$ cat config.mk
export PLATFORM = sky130hd
export DESIGN_NAME = controle_multiciclo
export DESIGN_NICKNAME = d
export VERILOG_FILES = /design/src/rtl/controle_multiciclo.sv
export SDC_FILE = /design/constraint.sdc
export NUM_CORES = 1
export LEC_CHECK = 0
export BUFFER_PORTS_ARGS = -buffer_cell sky130_fd_sc_hd__buf_2
export CAP_MARGIN = 20
export CORE_MARGIN = 2
export CORE_UTILIZATION = 45
export CTS_CLUSTER_SIZE = 40
export DETAILED_ROUTE_END_ITERATION = 10
export PLACE_DENSITY = 0.78
export REMOVE_ABC_BUFFERS = 1
export SLEW_MARGIN = 20
export SYNTH_ARGS = -nofsm -noshare
export SYNTH_HDL_FRONTEND = slang
export SYNTH_SLANG_ARGS = --single-unit
$ cat constraint.sdc
create_clock -name clock -period 2.5 [get_ports clock]
set_input_delay 0.5 -clock clock [delete_from_list [all_inputs] [get_ports clock]]
set_output_delay 0.5 -clock clock [all_outputs]
set_load 0.005 [all_outputs]
$ cat src/rtl/controle_multiciclo.sv
// Multicycle control FSM for the 8-bit nRisc datapath: sequences fetch/decode/execute,
// drives ALU and mux selects, and counts retired instructions.
module controle_multiciclo #(
    parameter int unsigned LARGURA_CONT = 8
) (
    input  logic                    clock,
    input  logic                    reset,
    input  logic [7:0]              Instrucao,
    input  logic                    Zero,
    input  logic                    MemPronta,
    output logic [1:0]              ULAOp,
    output logic                    OrigemA,
    output logic [1:0]              OrigemB,
    output logic [1:0]              PCFonte,
    output logic                    EscrevePC,
    output logic                    EscreveIR,
    output logic                    LeMem,
    output logic                    EscreveMem,
    output logic                    IouD,
    output logic                    EscreveReg,
    output logic                    MemParaReg,
    output logic                    Parado,
    output logic [3:0]              Estado,
    output logic [LARGURA_CONT-1:0] Instrucoes
);

    typedef enum logic [3:0] {
        BUSCA       = 4'd0,
        DECODIFICA  = 4'd1,
        EXEC_R      = 4'd2,
        ESCRITA_R   = 4'd3,
        CALC_END    = 4'd4,
        LE_MEM      = 4'd5,
        ESCRITA_MEM = 4'd6,
        GRAVA_MEM   = 4'd7,
        DESVIO      = 4'd8,
        PARADO      = 4'd9
    } estado_t;

    estado_t                 state, next_state;
    logic [2:0]              opcode;
    logic                    retire;
    logic                    pc_wr, ir_wr, mem_rd, mem_wr, reg_wr;
    logic [LARGURA_CONT-1:0] count;
    logic                    unused_bits;

    assign opcode      = Instrucao[7:5];
    assign unused_bits = ^Instrucao[4:0];

    always_ff @(posedge clock or negedge reset) begin
        if (!reset) begin
            state <= BUSCA;
            count <= '0;
        end else begin
            state <= next_state;
            if (retire)
                count <= count + LARGURA_CONT'(1);
        end
    end

    always_comb begin
        next_state = BUSCA;
        retire     = 1'b0;
        ULAOp      = 2'b00;
        OrigemA    = 1'b0;
        OrigemB    = 2'b00;
        PCFonte    = 2'b00;
        pc_wr      = 1'b0;
        ir_wr      = 1'b0;
        mem_rd     = 1'b0;
        mem_wr     = 1'b0;
        IouD       = 1'b0;
        reg_wr     = 1'b0;
        MemParaReg = 1'b0;
        Parado     = 1'b0;
        case (state)
            BUSCA: begin
                mem_rd     = 1'b1;
                OrigemB    = 2'b01;
                ir_wr      = MemPronta;
                pc_wr      = MemPronta;
                next_state = MemPronta ? DECODIFICA : BUSCA;
            end
            DECODIFICA: begin
                OrigemB = 2'b11;
                case (opcode)
                    3'b000, 3'b001, 3'b010: next_state = EXEC_R;
                    3'b011, 3'b100, 3'b110: next_state = CALC_END;
                    3'b101:                 next_state = DESVIO;
                    default:                next_state = PARADO;
                endcase
            end
            EXEC_R: begin
                OrigemA    = 1'b1;
                ULAOp      = opcode[1:0];
                next_state = ESCRITA_R;
            end
            ESCRITA_R: begin
                reg_wr = 1'b1;
                retire = 1'b1;
            end
            CALC_END: begin
                OrigemA = 1'b1;
                OrigemB = 2'b10;
                case (opcode)
                    3'b011:  next_state = LE_MEM;
                    3'b100:  next_state = GRAVA_MEM;
                    3'b110:  next_state = ESCRITA_R;
                    default: next_state = BUSCA;
                endcase
            end
            LE_MEM: begin
                mem_rd     = 1'b1;
                IouD       = 1'b1;
                next_state = MemPronta ? ESCRITA_MEM : LE_MEM;
            end
            ESCRITA_MEM: begin
                reg_wr     = 1'b1;
                MemParaReg = 1'b1;
                retire     = 1'b1;
            end
            GRAVA_MEM: begin
                mem_wr     = 1'b1;
                IouD       = 1'b1;
                retire     = MemPronta;
                next_state = MemPronta ? BUSCA : GRAVA_MEM;
            end
            DESVIO: begin
                OrigemA = 1'b1;
                ULAOp   = 2'b01;
                PCFonte = 2'b01;
                pc_wr   = Zero;
                retire  = 1'b1;
            end
            PARADO: begin
                Parado     = 1'b1;
                next_state = PARADO;
            end
            default: next_state = BUSCA;
        endcase
    end

    // Reset parks the FSM in BUSCA, whose Moore strobes would otherwise be live.
    assign EscrevePC  = pc_wr  & reset;
    assign EscreveIR  = ir_wr  & reset;
    assign LeMem      = mem_rd & reset;
    assign EscreveMem = mem_wr & reset;
    assign EscreveReg = reg_wr & reset;

    assign Estado     = state;
    assign Instrucoes = count;

endmodule

Word level (Yosys, flattened, before mapping)
Index checks and enable logic that the tools add are counted.
{"block": "word_totals", "ff_bits": 12, "input_bits": 12, "output_inout_bits": 27, "wordCells": 51}
{"block": "op_classes", "n_addsub": 1, "eq_ne": 15, "muxes": 19, "n_bitwise": 5, "reduce_logical": 9}
{"cell": "4-bit case mux with 7 select lines", "n": 1}
{"cell": "4-bit by 3-bit == test with 1-bit output (second input constant)", "n": 4}
{"cell": "4-bit case mux with 3 select lines", "n": 1}
{"cell": "3-bit OR reduction", "n": 4}
{"cell": "1-bit two-way mux", "n": 10}
{"cell": "3-bit == test (second input constant)", "n": 3}
{"cell": "3-bit case mux with 3 select lines", "n": 1}
{"cell": "8-bit by 1-bit adder with 8-bit output (second input constant)", "n": 1}
{"cell": "4-bit by 2-bit == test with 1-bit output (second input constant)", "n": 2}
{"cell": "4-bit == test (second input constant)", "n": 2}
{"cell": "3-bit by 2-bit == test with 1-bit output (second input constant)", "n": 2}
{"cell": "2-bit case mux with 3 select lines", "n": 1}
{"cell": "2-bit OR reduction", "n": 3}
{"cell": "1-bit AND", "n": 5}
{"cell": "4-bit by 1-bit == test with 1-bit output (second input constant)", "n": 1}
{"cell": "4-bit zero test", "n": 1}
{"cell": "1-bit case mux with 2 select lines", "n": 2}
{"cell": "2-bit case mux with 2 select lines", "n": 1}
{"cell": "3-bit by 1-bit == test with 1-bit output (second input constant)", "n": 1}
{"cell": "3-bit zero test", "n": 1}
{"cell": "3-bit two-way mux", "n": 1}
{"cell": "2-bit two-way mux", "n": 1}

Logic depth before layout (Yosys ltp)
{"block": "logic_depth", "ltp_word": 4, "depth_mapped": 5, "mapped_depth_nobuf": 4}

Worst setup path after synthesis
Ideal clock, no wire load.
{"block": "synth_timing", "path_kind": "register to output", "start": "register state[3] (netlist: Estado[3])", "end": "output OrigemA", "arrival_ns": 1.120, "required_ns": 2.000, "path_slack_ns": 0.880, "path_stages_with_launch": 6, "path_buffers": 1, "cell_sequence": "dfrtp_1 buf_2 or2b_1 a21oi_1 a21oi_1 nor2_1"}
{"block": "synth_between", "elab_chain_cells": 3, "elab_cells_between_ends": 5, "cone_classes": "eq/ne: 3; mux: 1; reduce/logical: 1"}
{"element": "from (decl)", "line": "40", "source": "estado_t state, next_state;"}
{"element": "from (signal assigned)", "line": "55", "source": "state <= next_state;"}
{"element": "4-bit by 3-bit == test with 1-bit output (tied with other cells)", "line": "76", "source": "case (state)"}
{"element": "3-bit OR reduction (no line) *"}
{"element": "1-bit two-way mux *", "line": "76"}
{"element": "to (decl)", "line": "12", "source": "output logic OrigemA,"}
Mark *: on every way between the ends. The rest lies on a longest branch, timed or not.

Worst setup path after layout
{"block": "layout_timing", "start": "register state[2] (netlist: Estado[2])", "end": "output OrigemA"}
The elaborated chain is that of the path after synthesis.

==> qor.csv <==
metric,value,unit
status,"complete, no violations",
1st-iter DRT viols,14,
number of I/O pins,39,
share of cells above drive strength 1,30.7,%
Ys Warns,0,
Num CTS Buffers,3,
maxcap violations,0,
Vias,809,
Startpoint Class,register,
gr ovfl total,0,
HPWL Detailed,1380,um
final period utilization,86.1,%
vias in the first global route,687,
"FFs w/ async S/R, synth",100,%
Final Wtd Congestion,0.820,
critical path's most frequent cell,a21oi_1,
Lkg Pwr,0.516,nW
Netlist Area Pre-Place,832,um2
cells after synthesis,97,
clock sink count,12,
crit end category,primary output,
gr usage total,19.0,%
CP Data Arrival Time,1.65,ns
Worst Path Max Fanout,15,
Initial Util,48.2,%
"Hold-fix buffers, CTS",0,
"EDFF count, synth",0,
CTS tree,done,
Final Power,1.09,mW
Area Overhead vs Synth,22.7,%
post-cts resize count,0,
TNS Setup,0,ns
Max-slew headroom,65.9,%
WL final,1820,um
Final Critical Period,2.15,ns
Critical Path Slowest Stage Cell,dfrtp_1,
maximum vdd drop,527,uV
cells along the critical path,or2b_1 -> a21oi_1 -> a21oi_1 -> nor2_1 -> buf_2,
DRT antenna net count,0,
mean routed wirelength per cell,12.0,um
Initial DRT Pass Iterations,4,
Final Skew,0.00311,ns
Placeable Area,1730,um2
f_max,0.465,GHz
ANT cells,0,
initial antenna violation count,0,
Die Ht,47,um
"slowest stage delay, CP",0.66,ns
Die Footprint,2210,um2
row count,15,
Worst EP required,2.00,ns
syn_area_per_cell,8.58,um2
largest net degree at the start of global routing,17,
Nets,141,
Final Max Slew Viols,0,
Vias per Instance,5.32,
Final Util,59.1,%
Hold Path Class,in2async,
H-tree depth,1,
Die Width,47,um
Most used DFF post-synth,dfrtp_1,
RSZ-0062 raised after global routing,no,
register area share after synthesis,36.1,%
Clock Latency Late Sink,0.27,ns
"CTS clk-pin slew, worst paths",0.08,ns
Pwr Density,1060,nW/um2
Final Hold Fails,0,
Post-route DRC,0,
fillcell total,171,
Tightest Pin Transition,0.512,ns
kind of critical path,reg2out,
worst hold slack,0.110,ns
CTS Buffer Depth,2,
root buffer cell,clkbuf_4,
# setup viols final,0,
Port Buffer Count,32,
register bit total from synthesis,12,
first-pass GRT wire length,2980,um
post-CTS setup buffer count,0,
Yosys cell types,34,
-- worst paths after layout --
path | startpoint | end | cells past startpoint | slack [ns]
min | reset | Instrucoes[7]$_DFFE_PN0P_ | 1 | 0.11
min in group clock | Instrucoes[7]$_DFFE_PN0P_ | Instrucoes[7]$_DFFE_PN0P_ | 1 | 0.47
max in group asynchronous | reset | Estado[3]$_DFF_PN0_ | 1 | 2.15
max reg2reg | Estado[1]$_DFF_PN0_ | Instrucoes[1]$_DFFE_PN0P_ | 3 | 0.79
max | Estado[2]$_DFF_PN0_ | OrigemA | 5 | 0.35
min reg2reg | Instrucoes[7]$_DFFE_PN0P_ | Instrucoes[7]$_DFFE_PN0P_ | 1 | 0.47
-- cells by family (layout without fill, tap and decap cells) --
| kind of cell | Yosys count | after routing | synth area share, % |
|---|---|---|---|
| XOR/XNOR | 8 | 8 | 8.42 |
| AND/OR/NAND/NOR | 52 | 52 | 35.3 |
| other | 1 | 1 | 0.451 |
| multiplexers | 2 | 2 | 3.01 |
| AO/OA/AOI/OAI | 13 | 13 | 9.62 |
| buffers and inverters | 8 | 38 | 5.56 |
| flip-flops | 12 | 12 | 36.1 |
| adder cells (fa/ha/maj) | 1 | 1 | 1.50 |
-- routing by layer --
layer / wire length [um] / GRT usage (%) / part of all wire (%) / up-vias
li1: - / - / - / 403
met1: 840 / 28.0 / 46 / 384
met2: 892 / 26.6 / 49 / 18
met3: 56 / 3.46 / 3.1 / 4
met4: 27 / 9.44 / 1.5 / 0
met5: 0 / 0 / 0 / -
-- registers in the layout, indices dropped and copies added, names as in the netlist --
name        flops
Instrucoes      8
Estado          4
-- report_power, final --
part	internal [mW]	switching, mW
Combinational	0.267	0.254
Clock	0.0884	0.0628
Sequential	0.256	0.157
Total	0.612	0.474
-- worst max-delay path, delay by kind of cell, from the launching register on --
kind,cells,cell delay (ns)
DFF,1,0.66
and+or+nand+nor,2,0.40
AOI/OAI and AO/OA,2,0.21
buffers and inverters,1,0.12
-- cell usage after synthesis, types with 3 or more instances --
master	count	area share, %
a21oi_1	6	3.6
nor3_1	4	2.4
buf_4	4	3.6
nand2_1	10	4.5
and3_1	4	3.0
nand3_1	3	1.8
xnor2_1	7	7.4
nand4_1	5	3.8
dfrtp_1	12	36
nor2_1	12	5.4
-- area by class of cell --
class                           instances  area [um2]  share of cell area [%]
Tap cell                               25        31.3                    3.06
Inverter                                2        7.51                   0.735
Sequential cell                        12         300                    29.4
Multi-Input combinational cell         77         485                    47.5
Timing Repair Buffer                   32         160                    15.7
Clock buffer                            4        36.3                    3.55
-- metrics by stage --
stage / worst slack, ns / instances / area [um2]
CTS: 0.344 / 152 / 1020
global route: 0.184 / 152 / 1020
global placement: 0.651 / 148 / 985
floorplan: 0.844 / 91 / 793
finish: 0.348 / 152 / 1020
detailed placement: 0.646 / 148 / 985
-- cells in the final DEF, fill, tap and decap left out, types with 2 or more instances in the layout --
cell type | netlist | routed
xnor2_1 | 7 | 7
nor2_1 | 12 | 12
nand2_1 | 10 | 10
a21oi_1 | 6 | 6
or2b_1 | 2 | 2
nand3_1 | 3 | 3
nand4_1 | 5 | 5
or3_1 | 2 | 2
nor2b_1 | 2 | 2
o21ai_0 | 2 | 2
nor3_1 | 4 | 4
and3_1 | 4 | 4
buf_2 | 1 | 32
a22oi_1 | 2 | 2
dfrtp_1 | 12 | 12
inv_1 | 2 | 2
clkbuf_4 | 0 | 3
No activity file was read; power rests on OpenSTA's default activity.
